<file path="src/rtl/dual_issue_sched.sv">
// Issue scheduler for the head decoded pair: selects none/slot0/slot1/both each cycle,
// tracking load-use hazards per register and serialising privileged/trap instructions.
module dual_issue_sched #(
    parameter int LOAD_LAT = 2,
    parameter int NREG     = 32
) (
    input  logic       aclk,
    input  logic       areset,
    input  logic       flush,
    input  logic       pair_valid,
    input  logic       v0,
    input  logic       v1,
    input  logic       alu0,
    input  logic       alu1,
    input  logic       priv0,
    input  logic       priv1,
    input  logic       trap0,
    input  logic       trap1,
    input  logic       we0,
    input  logic       we1,
    input  logic       ld0,
    input  logic       ld1,
    input  logic [4:0] rd0,
    input  logic [4:0] rd1,
    input  logic [4:0] rj0,
    input  logic [4:0] rk0,
    input  logic [4:0] rj1,
    input  logic [4:0] rk1,
    input  logic       exe_allowin,
    input  logic       inflight_empty,
    input  logic       cmt_priv,
    output logic       issue0,
    output logic       issue1,
    output logic       pair_pop,
    output logic [1:0] sched_state
);

    // Handshake: a slot transfers to execute only in a cycle where it is issued and
    // exe_allowin is high; the pair transfers upstream in a cycle where pair_valid
    // and pair_pop are both high. Neither side may retract a request mid-cycle.

    typedef enum logic [1:0] {
        S_RUN    = 2'b00,
        S_DRAIN  = 2'b01,
        S_SERIAL = 2'b10
    } state_t;

    localparam logic [1:0] LAT = 2'(LOAD_LAT);

    state_t     state;
    state_t     state_nxt;
    logic       half;
    logic [1:0] cnt [NREG];

    logic [NREG-1:0] busy_v;
    logic [NREG-1:0] load_set;

    logic haz0;
    logic haz1;
    logic solo1;
    logic head_v;
    logic head_ser;
    logic head_haz;
    logic head_ok;
    logic head_issue;
    logic drain_req;
    logic raw01;
    logic dual_ok;
    logic iss0;
    logic iss1;
    logic pop;

    // Lane0 accepts every class, so the slot0 ALU flag carries no scheduling weight.
    logic unused_alu0;
    assign unused_alu0 = alu0;

    always_comb begin
        for (int r = 0; r < NREG; r++) begin
            busy_v[r] = (r != 0) && (cnt[r] != 2'd0);
        end
    end

    assign haz0 = busy_v[rj0] | busy_v[rk0];
    assign haz1 = busy_v[rj1] | busy_v[rk1];

    // Issue decision. The head slot is slot1 once slot0 has gone (half) or is absent.
    always_comb begin
        solo1      = half | ~v0;
        head_v     = solo1 ? v1 : v0;
        head_ser   = solo1 ? (priv1 | trap1) : (priv0 | trap0);
        head_haz   = solo1 ? haz1 : haz0;
        head_ok    = ~areset & ~flush & pair_valid & head_v & exe_allowin
                   & (state == S_RUN) & ~head_haz;
        head_issue = head_ok & (~head_ser | inflight_empty);
        drain_req  = head_ok & head_ser & ~inflight_empty;
        raw01      = we0 & (rd0 != 5'd0) & ((rd0 == rj1) | (rd0 == rk1) | (rd0 == rd1));
        dual_ok    = v1 & alu1 & ~priv1 & ~trap1 & ~priv0 & ~trap0 & ~haz1 & ~raw01;
        iss0       = head_issue & ~solo1;
        iss1       = (head_issue & solo1) | (iss0 & dual_ok);
        pop        = ~areset & ~flush & pair_valid & (solo1 | iss0) & (~v1 | iss1);
    end

    assign issue0      = iss0;
    assign issue1      = iss1;
    assign pair_pop    = pop;
    assign sched_state = state;

    always_ff @(posedge aclk or posedge areset) begin
        if (areset) begin
            state <= S_RUN;
        end else begin
            state <= state_nxt;
        end
    end

    always_comb begin
        state_nxt = state;
        case (state)
            S_RUN: begin
                if (drain_req) begin
                    state_nxt = S_DRAIN;
                end else if (head_issue && head_ser) begin
                    state_nxt = S_SERIAL;
                end
            end
            S_DRAIN: begin
                if (inflight_empty) begin
                    state_nxt = S_RUN;
                end
            end
            S_SERIAL: begin
                if (cmt_priv) begin
                    state_nxt = S_RUN;
                end
            end
            default: state_nxt = S_RUN;
        endcase
        if (flush) begin
            state_nxt = S_RUN;
        end
    end

    always_ff @(posedge aclk or posedge areset) begin
        if (areset) begin
            half <= 1'b0;
        end else if (flush || pop) begin
            half <= 1'b0;
        end else if (iss0 && v1 && !iss1) begin
            half <= 1'b1;
        end
    end

    // A newly issued load reloads its destination counter, overriding the decrement.
    always_comb begin
        for (int r = 0; r < NREG; r++) begin
            load_set[r] = (r != 0)
                        && ((iss0 & ld0 & we0 & (rd0 == 5'(r)))
                         || (iss1 & ld1 & we1 & (rd1 == 5'(r))));
        end
    end

    always_ff @(posedge aclk or posedge areset) begin
        if (areset) begin
            for (int r = 0; r < NREG; r++) begin
                cnt[r] <= 2'd0;
            end
        end else begin
            for (int r = 0; r < NREG; r++) begin
                if (flush) begin
                    cnt[r] <= 2'd0;
                end else if (load_set[r]) begin
                    cnt[r] <= LAT;
                end else if (cnt[r] != 2'd0) begin
                    cnt[r] <= cnt[r] - 2'd1;
                end
            end
        end
    end

endmodule
</file>
<file path="config.mk">
export PLATFORM = sky130hd
export DESIGN_NAME = dual_issue_sched
export DESIGN_NICKNAME = d
export VERILOG_FILES = /design/src/rtl/dual_issue_sched.sv
export SDC_FILE = /design/constraint.sdc
export NUM_CORES = 1
export LEC_CHECK = 0
export CORE_MARGIN = 2
export CORE_UTILIZATION = 45
export DETAILED_ROUTE_END_ITERATION = 10
export PLACE_DENSITY = 0.72
export SETUP_SLACK_MARGIN = 0.1
export SLEW_MARGIN = 15
export SYNTH_ARGS = -nofsm -noshare
export SYNTH_HDL_FRONTEND = slang
export SYNTH_SLANG_ARGS = --single-unit
</file>
<file path="constraint.sdc">
create_clock -name aclk -period 7.9 [get_ports aclk]
set_input_delay 1.58 -clock aclk [delete_from_list [all_inputs] [get_ports aclk]]
set_output_delay 1.58 -clock aclk [all_outputs]
set_load 0.02 [all_outputs]
</file>
==> out/metrics.cfg <==
[cells_and_area]
antenna_cells = 0
final_cell_mix = inv_1, nor2_1, dfrtp_1, clkdlybuf4s50_1, nand2_1
nets = 797
fin_cells = 894
area_growth_pct = 14.57
layout_commonest_cell = inv_1
nFillCells = 1184
drive_above_1_share_pct = 6.925

[worst_setup_path]
cp_common_cell = clkdlybuf4s50_1
crit_buf_inv = 2
slowest_delay_ns = 0.84
cp_slowest_cell = clkdlybuf4s50_1
critPathLaunchType = input port
startpoint = rj1[2]
criticalPathCategory = in2out
rrSetupSlack_ns = 3.85
reg2regPathDepth = 12
cp-end-kind = output pin
crit_arrival_ns = 5.42
r2r-start = cnt[56]$_DFFE_PP0P_
worst-path-stages = 9
path_max_fanout = 20
r2r_end = cnt[60]$_DFFE_PP0P_
crit_chain = clkdlybuf4s50_1, mux2i_1, a221o_1, a21oi_2, o221ai_2, or4_1, a211o_1, a21oi_1, clkdlybuf4s50_1
cp_top_family = compound AO/OA/AOI/OAI gates
cp.required_ns = 6.32
endpoint = pair_pop

[clock_tree]
cts_resized = 0
post_cts_buffers = 0
clk_root_buffer_cell = clkbuf_16
insertion_delay_ns = 0.34
h-tree-depth = 3
clk_path_buf_depth = 2
path_clk_slew_ns = 0.05
cts_sinks = 65
ctsHoldBuffers = 0
cts_tree = yes
cts_buffers = 9

[place]
port_buffers = 52
dp_hpwl_mm = 13.50
dp.cells = 878
routabilityCongestion = 0.9744

[sta]
tns_ns = 0
rsz0062_at_grt = false
finalSetupViolations = 0
max_slew_margin_pct = 28.42
period_share_pct = 88.59
timing.fmax_mhz = 142.9
finalCriticalPeriod_ns = 6.999
maxSlewViolCount = 0
hold_violations = 0
tightestPinTransition_ns = 1.060
fin_skew_ns = 0.009240

[synth]
yosys.area.top_type_share_pct = 27.74
syn_avg_cell_area_sq_um = 8.475
synth.distinct_cells = 64
synth_edf_count = 0
synthTopCellsByArea = dfrtp_1, ha_1, inv_1
post-synth-top-area-cell = dfrtp_1
netlist_area_sq_mm = 0.005864
async_reset_ff_share_pct = 100.0
netlist_instances = 692
syn_nets = 772
ys.flop_type = dfrtp_1
yosysSeqAreaShare_pct = 27.74
ys_ff_latch = 65
ys_warn_count = 0

[detailed_routing]
ant_nets = 0
via_per_inst = 6.219
drc = 0
vias = 5560
firstDrtPassIters = 5
totalWireLength_mm = 18.44
wl_per_cell_um = 20.63
drt_iter0_drc = 632

[global_route]
grt_max_degree = 66
grt_pass1_vias = 5636
grt-ovfl-total = 0
grt_first_pass_wirelength_mm = 30.00
gr-usage-all-layers_pct = 27.29
antenna_found_initial = 1

[power]
power_per_cell_area_mw_per_mm2 = 297.3
power.total_uw = 1997
p_leak_uw = 0.002841
vdd_drop_max_mv = 0.1433

[die]
num_rows = 41
io_pins = 54
die_height_um = 118.2
fp.coreArea_sq_mm = 0.01267
dieArea_sq_mm = 0.01396
start_util_pct = 46.28
die_x_um = 118.2

[min_path]
min_path_type = reg2reg
holdPathStages = 1

[outcome]
status = completed

[run]
maxCapViolations = 0

==> layout make-up <==
class | instances | area (sq um) | area share [%]
Inverter | 75 | 281.5 | 4.190
Sequential cell | 65 | 1627 | 24.21
Clock buffer | 13 | 250.2 | 3.724
Multi-Input combinational cell | 506 | 3730 | 55.51
Tap cell | 172 | 215.2 | 3.203
Clock inverter | 3 | 40.04 | 0.5959
Timing Repair Buffer | 60 | 575.6 | 8.566
==> worst register-to-register path, delay by kind of cell (launching register included) <==
kind,cells,cell delay [ns]
buffers and inverters,3,0.55
flip-flops,1,0.39
AO/OA/AOI/OAI,5,1.80
multiplexers,1,0.14
AND/OR/NAND/NOR,2,0.67
adder cells (fa/ha/maj),1,0.41
==> flip-flops by register name (all words and copies together) (netlist names) <==
| name | count |
|---|---|
| half | 1 |
| sched_state | 2 |
| cnt | 62 |
==> cells in the mapped netlist (19+ instances only) <==
| library cell | count |
|---|---|
| o21ai_0 | 19 |
| nand2_1 | 46 |
| inv_1 | 73 |
| xor2_1 | 28 |
| dfrtp_1 | 65 |
| a21oi_1 | 35 |
| clkbuf_1 | 21 |
| nor2_1 | 70 |
| mux2i_1 | 25 |
| nand3_1 | 34 |
| ha_1 | 31 |
==> worst min-delay path by stage <==
stage	startpoint	endpoint	slack [ns]
2_1_floorplan	half$_DFFE_PP0P_	half$_DFFE_PP0P_	0.52
3_3_place_gp	sched_state[0]$_DFFE_PP0P_	sched_state[1]$_DFFE_PP0P_	0.47
3_5_place_dp	sched_state[0]$_DFFE_PP0P_	sched_state[1]$_DFFE_PP0P_	0.50
4_1_cts	sched_state[0]$_DFFE_PP0P_	sched_state[1]$_DFFE_PP0P_	0.50
5_1_grt	sched_state[0]$_DFFE_PP0P_	sched_state[1]$_DFFE_PP0P_	0.52
6_report	sched_state[0]$_DFFE_PP0P_	sched_state[1]$_DFFE_PP0P_	0.50
==> power by group <==
group          internal (uW)  switching [uW]  leakage, uW  total (uW)
clock network            252             149     0.000144         400
registers                444            60.8     0.000862         505
logic                    507             586      0.00184        1090
==> per-stage QoR <==
stage	setup WS, ns	hold slack [ns]	area, sq um	util, %
detailed placement	0.9732	0.4999	6429	50.74
CTS	0.9503	0.5043	6719	53.03
global placement	0.9588	0.4733	6429	50.74
floorplan	0.9267	0.5158	5864	-
global route	0.7611	0.5245	6719	53.03
finish	0.9015	0.4972	6719	53.03
==> metal layers <==
layer / wire (um) / up-vias / track usage [%] / share of wire (%)
met3: 1696 / 43 / 7.674 / 9.2
met5: 13 / - / 0 / 0.070
met2: 8372 / 276 / 42.41 / 45
li1: - / 2543 / - / -
met1: 7890 / 2696 / 36.20 / 43
met4: 469 / 2 / 10.09 / 2.5
==> logic make-up (layout without fill, tap and decap cells) <==
group,count (synthesis),in the layout,synth area share [%]
AO/OA/AOI/OAI,142,142,17.18
XOR/XNOR,46,46,6.870
adder cells (fa/ha/maj),31,31,6.614
buffers and inverters,121,151,8.662
flip-flops,65,65,27.74
multiplexers,52,52,13.29
AND/OR/NAND/NOR,235,235,19.65
Power figures use the tool's default switching activity.
